`src/rtl/bcd_pkg.sv`:
```
// Constants and state encoding shared by the BCD <-> binary converters.
package bcd_pkg;

    localparam logic [3:0] BCD_MAX_DIGIT = 4'd9;
    localparam logic [3:0] DD_THRESH     = 4'd8;
    localparam logic [3:0] DD_CORR       = 4'd3;

    typedef enum logic [1:0] {
        IDLE,
        SHIFT,
        DONE
    } state_e;

    function automatic logic digitInvalid(input logic [3:0] digit);
        return digit > BCD_MAX_DIGIT;
    endfunction

endpackage

```
`src/rtl/bcd_digit_corrector.sv`:
```
// Reverse double-dabble correction for one BCD digit field after a right shift.
module bcd_digit_corrector
    import bcd_pkg::*;
(
    input  logic [3:0] digit_i,
    output logic [3:0] digit_o
);

    assign digit_o = (digit_i >= DD_THRESH) ? (digit_i - DD_CORR) : digit_i;

endmodule

```
`src/rtl/bcd_to_binary_seq.sv`:
```
// Sequential BCD-to-binary converter (reverse double-dabble) with a
// start/busy/done handshake; one shift per clock, BIN_W shifts per conversion.
module bcd_to_binary_seq
    import bcd_pkg::*;
#(
    parameter int DIGITS = 3,
    parameter int BIN_W  = 10
) (
    input  logic                  clk,
    input  logic                  reset,
    input  logic                  start,
    input  logic [4*DIGITS-1:0]   bcd,
    output logic                  busy,
    output logic                  done,
    output logic                  err,
    output logic [BIN_W-1:0]      bin
);

    localparam int BCD_W  = 4 * DIGITS;
    localparam int WORK_W = BCD_W + BIN_W;
    localparam int CNT_W  = $clog2(BIN_W + 1);
    localparam logic [CNT_W-1:0] LAST_CNT = CNT_W'(BIN_W - 1);

    state_e             state_q;
    logic               busy_q;
    logic               done_q;
    logic               err_q;
    logic [BIN_W-1:0]   bin_q;
    logic [WORK_W-1:0]  work_q;
    logic [WORK_W-1:0]  work_d;
    logic [WORK_W-1:0]  shifted;
    logic [CNT_W-1:0]   cnt_q;
    logic               anyInvalid;

    assign shifted = work_q >> 1;

    // Only the digit fields get corrected; the growing binary part passes through.
    for (genvar g = 0; g < DIGITS; g++) begin : gen_corr
        bcd_digit_corrector u_corr (
            .digit_i(shifted[BIN_W + 4*g +: 4]),
            .digit_o(work_d[BIN_W + 4*g +: 4])
        );
    end

    assign work_d[BIN_W-1:0] = shifted[BIN_W-1:0];

    always_comb begin
        anyInvalid = 1'b0;
        for (int i = 0; i < DIGITS; i++) begin
            if (digitInvalid(bcd[4*i +: 4])) begin
                anyInvalid = 1'b1;
            end
        end
    end

    always_ff @(posedge clk or posedge reset) begin
        if (reset) begin
            state_q <= IDLE;
            busy_q  <= 1'b0;
            done_q  <= 1'b0;
            err_q   <= 1'b0;
            bin_q   <= '0;
            work_q  <= '0;
            cnt_q   <= '0;
        end else begin
            done_q <= 1'b0;
            case (state_q)
                IDLE, DONE: begin
                    state_q <= IDLE;
                    if (start) begin
                        work_q <= {bcd, {BIN_W{1'b0}}};
                        cnt_q  <= '0;
                        // Bad digits short-circuit straight to DONE with a zero result.
                        if (anyInvalid) begin
                            state_q <= DONE;
                            done_q  <= 1'b1;
                            err_q   <= 1'b1;
                            bin_q   <= '0;
                            busy_q  <= 1'b0;
                        end else begin
                            state_q <= SHIFT;
                            busy_q  <= 1'b1;
                            err_q   <= 1'b0;
                        end
                    end
                end
                SHIFT: begin
                    work_q <= work_d;
                    cnt_q  <= cnt_q + CNT_W'(1);
                    if (cnt_q == LAST_CNT) begin
                        bin_q   <= work_d[BIN_W-1:0];
                        state_q <= DONE;
                        done_q  <= 1'b1;
                        busy_q  <= 1'b0;
                    end
                end
                default: begin
                    state_q <= IDLE;
                    busy_q  <= 1'b0;
                end
            endcase
        end
    end

    assign busy = busy_q;
    assign done = done_q;
    assign err  = err_q;
    assign bin  = bin_q;

endmodule

```
`config.mk`:
```
export PLATFORM = sky130hd
export DESIGN_NAME = bcd_to_binary_seq
export DESIGN_NICKNAME = d
export VERILOG_FILES = /design/src/rtl/bcd_pkg.sv /design/src/rtl/bcd_digit_corrector.sv /design/src/rtl/bcd_to_binary_seq.sv
export SDC_FILE = /design/constraint.sdc
export NUM_CORES = 1
export LEC_CHECK = 0
export ABC_AREA = 1
export BUFFER_PORTS_ARGS = -buffer_cell sky130_fd_sc_hd__buf_2
export CORE_ASPECT_RATIO = 0.6
export CORE_MARGIN = 5
export CORE_UTILIZATION = 45
export CTS_CLUSTER_DIAMETER = 60
export DETAILED_ROUTE_END_ITERATION = 10
export PLACE_DENSITY = 0.65
export SETUP_SLACK_MARGIN = 0.4
export SYNTH_ARGS = -nofsm -noshare
export SYNTH_HDL_FRONTEND = slang
export SYNTH_HIERARCHICAL = 1
export SYNTH_SLANG_ARGS = --single-unit
```
`constraint.sdc`:
```
create_clock -name clk -period 2.3 [get_ports clk]
set_input_delay 0.345 -clock clk [delete_from_list [all_inputs] [get_ports clk]]
set_output_delay 0.345 -clock clk [all_outputs]
set_load 0.01 [all_outputs]
```
**Word level (Yosys, flattened, before mapping)**

Index checks and enable logic that the tools add are counted.

- Register bits after elaboration: 41
- Bits of input ports: 15
- Output and inout port bits: 13
- Logic and storage cells: 56

- Eq/ne operators: 6
- Multiplexer cells: 26
- $lt $le $gt $ge: 6
- $add $sub $neg: 4
- Reductions and logical operators: 7

Operators by type and width:

| operator | count |
|---|---|
| $pmux W22 S2 | 1 |
| $mux W10 | 3 |
| $mux W22 | 1 |
| $pmux W10 S2 | 1 |
| $mux W4 | 4 |
| $gt A4 B4 Y1 const B | 3 |
| $mux W1 | 9 |
| $ge A4 B4 Y1 const B | 2 |
| $pmux W4 S2 | 1 |
| $sub A4 B2 Y4 const B | 2 |
| $mux W2 | 3 |
| $ne A2 B2 Y1 const B | 3 |
| $reduce_and A2 Y1 | 3 |
| $add A4 B1 Y4 const B | 1 |
| $eq A4 B4 Y1 const B | 1 |
| $ge A3 B4 Y1 const B | 1 |
| $pmux W1 S2 | 2 |
| $pmux W2 S2 | 1 |
| $reduce_and A4 Y1 | 1 |
| $sub A3 B2 Y4 const B | 1 |
| $eq A2 B1 Y1 const B | 1 |
| $eq A2 B2 Y1 const B | 1 |
| $logic_not A2 Y1 | 1 |
| $reduce_bool A2 Y1 | 1 |
| $reduce_or A2 Y1 | 1 |

**Longest topological paths before layout**

- Word-level depth: 7
- Mapped depth: 8
- Mapped depth without buffers: 8

**By module**

The synthesis kept the hierarchy.

By module, submodules not included:

| module | sequential area each (µm²) | cells an instance | area an instance (µm²) | times used |
|---|---|---|---|---|
| bcd_to_binary_seq | 1001.0 | 187 | 1749.2 | 1 |
| bcd_digit_corrector | 0.0 | 16 | 88.8 | 3 |

**Worst setup path after synthesis**

No wires, ideal clock.

- Path kind: flip-flop to flip-flop
- Start: reg cnt_q[0]
- End: reg bin_q[0] (netlist: bin[0])
- Setup time: 0.117 ns
- Stages on the path, launching flop included: 7
- Period minus slack after synthesis: 1.129 ns
- Buffers on the path: 1
- Data required time: 2.183 ns
- Slack: 1.171 ns
- Arrival: 1.012 ns
- Cell sequence: dfrtp_1 ha_1 nand2_1 nand2_1 buf_2 nand3_1 nand2_1

- Longest elaborated chain between the ends: 3

Ends and longest elaborated chain:

| element | line | RTL |
|---|---|---|
| start: declaration | bcd_to_binary_seq.sv:32 | `logic [CNT_W-1:0] cnt_q;` |
| start signal: assignment | bcd_to_binary_seq.sv:89 | `cnt_q <= cnt_q + CNT_W'(1);` |
| $eq A4 B4 Y1 | bcd_to_binary_seq.sv:90 | `if (cnt_q == LAST_CNT) begin` |
| $ne A2 B2 Y1 (no line) | -- |  |
| $reduce_and A4 Y1 (no line) | -- |  |
| end signal: assignment | bcd_to_binary_seq.sv:91 | `bin_q <= work_d[BIN_W-1:0];` |
| end: declaration | bcd_to_binary_seq.sv:28 | `logic [BIN_W-1:0] bin_q;` |

Every way passes these cells.
A chain may end at the register's enable or synchronous reset.

**Final worst setup path**

- Start: reg cnt_q[1]
- End: reg busy_q (netlist: busy)

- Longest elaborated chain between the ends: 3

Ends and longest elaborated chain:

| element | line | RTL |
|---|---|---|
| $eq A4 B4 Y1 | bcd_to_binary_seq.sv:90 |  |
| $ne A2 B2 Y1 (no line) | -- |  |
| $reduce_and A2 Y1 (no line) | -- |  |
| end signal: assignment | bcd_to_binary_seq.sv:82 | `busy_q <= 1'b1;` |
| end signal: assignment | bcd_to_binary_seq.sv:94 | `busy_q <= 1'b0;` |
| end signal: assignment | bcd_to_binary_seq.sv:99 | `busy_q <= 1'b0;` |
| end: declaration | bcd_to_binary_seq.sv:25 | `logic busy_q;` |

Every way passes these cells.

==> Implementation_results.wiki <==
{| class="wikitable"
! Metric !! Value
|-
| Post-route worst hold slack || 0.157 ns
|-
| Final hold viol count || 0
|-
| Slew of the pin with the lowest slew margin || 0.500 ns
|-
| Power density of the placed cells || 944 mW/mm²
|-
| HP Class || input pin to async pin
|-
| Final Non-Filler Cells || 328
|-
| Worst-path cell chain || inv_1, ha_1, nand2_1, nand2_1, o21ai_0, nand2_1, o21ai_0
|-
| Achievable Freq || 687 MHz
|-
| Worst slew margin relative to its limit || 66.6%
|-
| Die Footprint || 0.00596 mm²
|-
| Root Buffer Master || sky130_fd_sc_hd__clkbuf_8
|-
| Kind of capture point of the worst setup path || register
|-
| Final setup vio count || 0
|-
| Chip height || 61.8 µm
|-
| Critical path depth || 7
|-
| Area inside the core boundary || 0.00421 mm²
|-
| Number of I/O port buffers || 27
|-
| Gr usage total || 15.3%
|-
| Crit path launch type || register
|-
| Final period utilization || 63.2%
|-
| Crit path required time || 2.48 ns
|-
| Overall overflow remaining after global route || 0
|-
| Max-capacitance violation count || 0
|-
| Final Util || 54.2%
|-
| Outcome || completed
|-
| Routed metal-1 wire length || 2.08 mm
|-
| Total wirelength of the detailed-routed design || 4.08 mm
|-
| Unrepaired setup endpoints after global routing || no
|-
| Area delta synth->final || 13.3%
|-
| Largest net degree at the start of global routing || 41
|-
| WL met3 || 255 µm
|-
| Most common cell after layout, fill and taps aside || sky130_fd_sc_hd__nand2_1
|-
| Later-pin clock latency in the skew report || 0.29 ns
|-
| WP data arrival || 1.63 ns
|-
| Highest ir drop seen on vdd || 0.472 mV
|-
| Inserted Clock Buffers || 5
|-
| Initial core utilization || 47.9%
|-
| Critical setup path kind || register to register
|-
| Number of warnings reported in the yosys synthesis log || 6
|-
| Sequential element share of the synthesized area || 49.7%
|-
| Number of cells in the design after placement || 320
|-
| Count of cell types in the netlist || 23
|-
| Floorplan die width || 96.4 µm
|-
| Clock sink count || 40
|-
| Depth of the worst register-to-register path || 7
|-
| Delay of the slowest cell on the worst path || 0.40 ns
|-
| Max H-tree Level || 2
|-
| Setup fix buffers added after clock tree synthesis || 0
|-
| Number of DRC markers in iteration 0 || 92
|-
| Antenna violations before repair || 0
|-
| Post-Syn Area || 0.00202 mm²
|-
| Number of standard cells after synthesis || 235
|-
| Core Rows || 18
|-
| Top fanout value on the critical path || 12
|-
| Clk buf depth || 2
|-
| Clock slew at reported path FFs || 0.08 ns
|-
| Largest delay contributor family on the critical path || simple AND/OR/NAND/NOR gates
|-
| HPWL after DPL || 2.80 mm
|-
| Mean number of vias per cell || 4.85
|-
| Count of TritonRoute iterations in the first routing pass || 4
|-
| Met2 Routed Length || 1.70 mm
|-
| Total DRC errors in the routed layout || 0
|-
| Setup TNS Final || 0 ns
|-
| Via count || 1590
|-
| Highest metal used || met4
|-
| Final Max Slew Viols || 0
|-
| Setup skew after layout || 0.00292 ns
|-
| Standard cell with the maximum stage delay on the critical path || sky130_fd_sc_hd__dfrtp_1
|-
| N_diodes || 0
|-
| Wire length of the first global-routing pass || 6.94 mm
|-
| Final antenna-violating net count || 0
|-
| Number of gates resized after cts || 0
|-
| Post-synthesis average cell area || 8.58 µm²
|-
| Worst path buffer plus inverter count || 1
|-
| Number of global-route vias before repair || 1507
|-
| Register bit total from synthesis || 40
|-
| Clock tree from TritonCTS || done
|-
| Post-Place Worst Slack || 0.755 ns
|-
| Average routed wire per standard cell || 12.4 µm
|-
| Number of primary I/O pins || 28
|-
| Cell with the most instances on the worst path || sky130_fd_sc_hd__nand2_1
|-
| # nets final || 290
|-
| Leading cell types in the layout, fill and taps excluded || 48 x sky130_fd_sc_hd__nand2_1, 40 x sky130_fd_sc_hd__dfrtp_1, 28 x sky130_fd_sc_hd__inv_1
|-
| Clock period minus worst slack || 1.45 ns
|-
| Hold-fix buffers at CTS || 0
|-
| Fraction of layout instances using a drive strength above 1 || 17.5%
|-
| Final Worst Setup Slack || 0.845 ns
|-
| RePlAce Congestion || 0.752
|-
| Leakage power total || 1.21 nW
|}
## power breakdown
group          total [W]  switching, W  internal, W
Combinational   0.000669      0.000416     0.000253
Clock           0.000483      0.000243     0.000239
Sequential       0.00100      0.000152     0.000852
## registers in the layout, indices dropped and copies added (netlist names)
| register | cells |
|---|---|
| busy | 1 |
| done | 1 |
| work_q | 21 |
| cnt_q | 4 |
| err | 1 |
| state_q | 2 |
| bin | 10 |
## logic make-up after synthesis
logic type / synth area share, %
compound gates: 14.3
xor+xnor: 1.74
fa+ha+maj: 4.97
buf+inv: 9.56
flops: 49.7
other cells: 0.186
simple gates: 19.6
## routing by layer
layer / up-vias / GRT usage [%]
li1: 813 / -
met4: 0 / 5.39
met5: - / 0
met3: 5 / 4.09
met1: 739 / 21.7
met2: 33 / 22.9
## stage by stage
stage / power (W) / instance area [µm²]
5_1_grt: 0.00232 / 2280
3_5_place_dp: 0.00169 / 2190
4_1_cts: 0.00217 / 2280
2_1_floorplan: 0.00154 / 2030
3_3_place_gp: 0.00168 / 2190
6_report: 0.00216 / 2280
## worst register-to-register path, delay by kind of cell, from the launching register on
kind / cells / cell delay (ns)
flops: 1 / 0.40
buf+inv: 1 / 0.08
compound gates: 2 / 0.22
simple gates: 3 / 0.46
fa+ha+maj: 1 / 0.19
## cell usage after synthesis (all sizes together)
cell	number	share of area [%]
conb	1	0.19
xor2	3	1.3
a21oi	2	0.50
dfrtp	40	50
nand2	49	9.2
buf	10	3.8
xnor2	1	0.43
o22ai	10	3.4
nor2	15	3.6
nand3	26	6.7
a21boi	3	1.1
inv	31	5.8
ha	8	5.0
o21ai	36	9.3
## worst paths after layout
path | from | end | slack, ns
setup / recovery | cnt_q[1] | busy | 0.85
hold / removal | reset | work_q[8] | 0.16
setup reg to reg | cnt_q[1] | busy | 0.85
hold reg to reg | cnt_q[3] | cnt_q[3] | 0.48
max in group asynchronous | reset | bin[5] | 1.79
min in group clk | bcd[0] | work_q[10] | 0.32
## area by class of cell
class                      count  area (µm²)
timing repair buffer          30         158
multi-input combinational    159         841
clock buffer                   6        82.6
tap                           60        75.1
fill                         393        1930
inverter                      31         116
sequential                    40        1000
clock inverter                 2        10.0
Note: power is estimated with default switching activity, not from simulation.
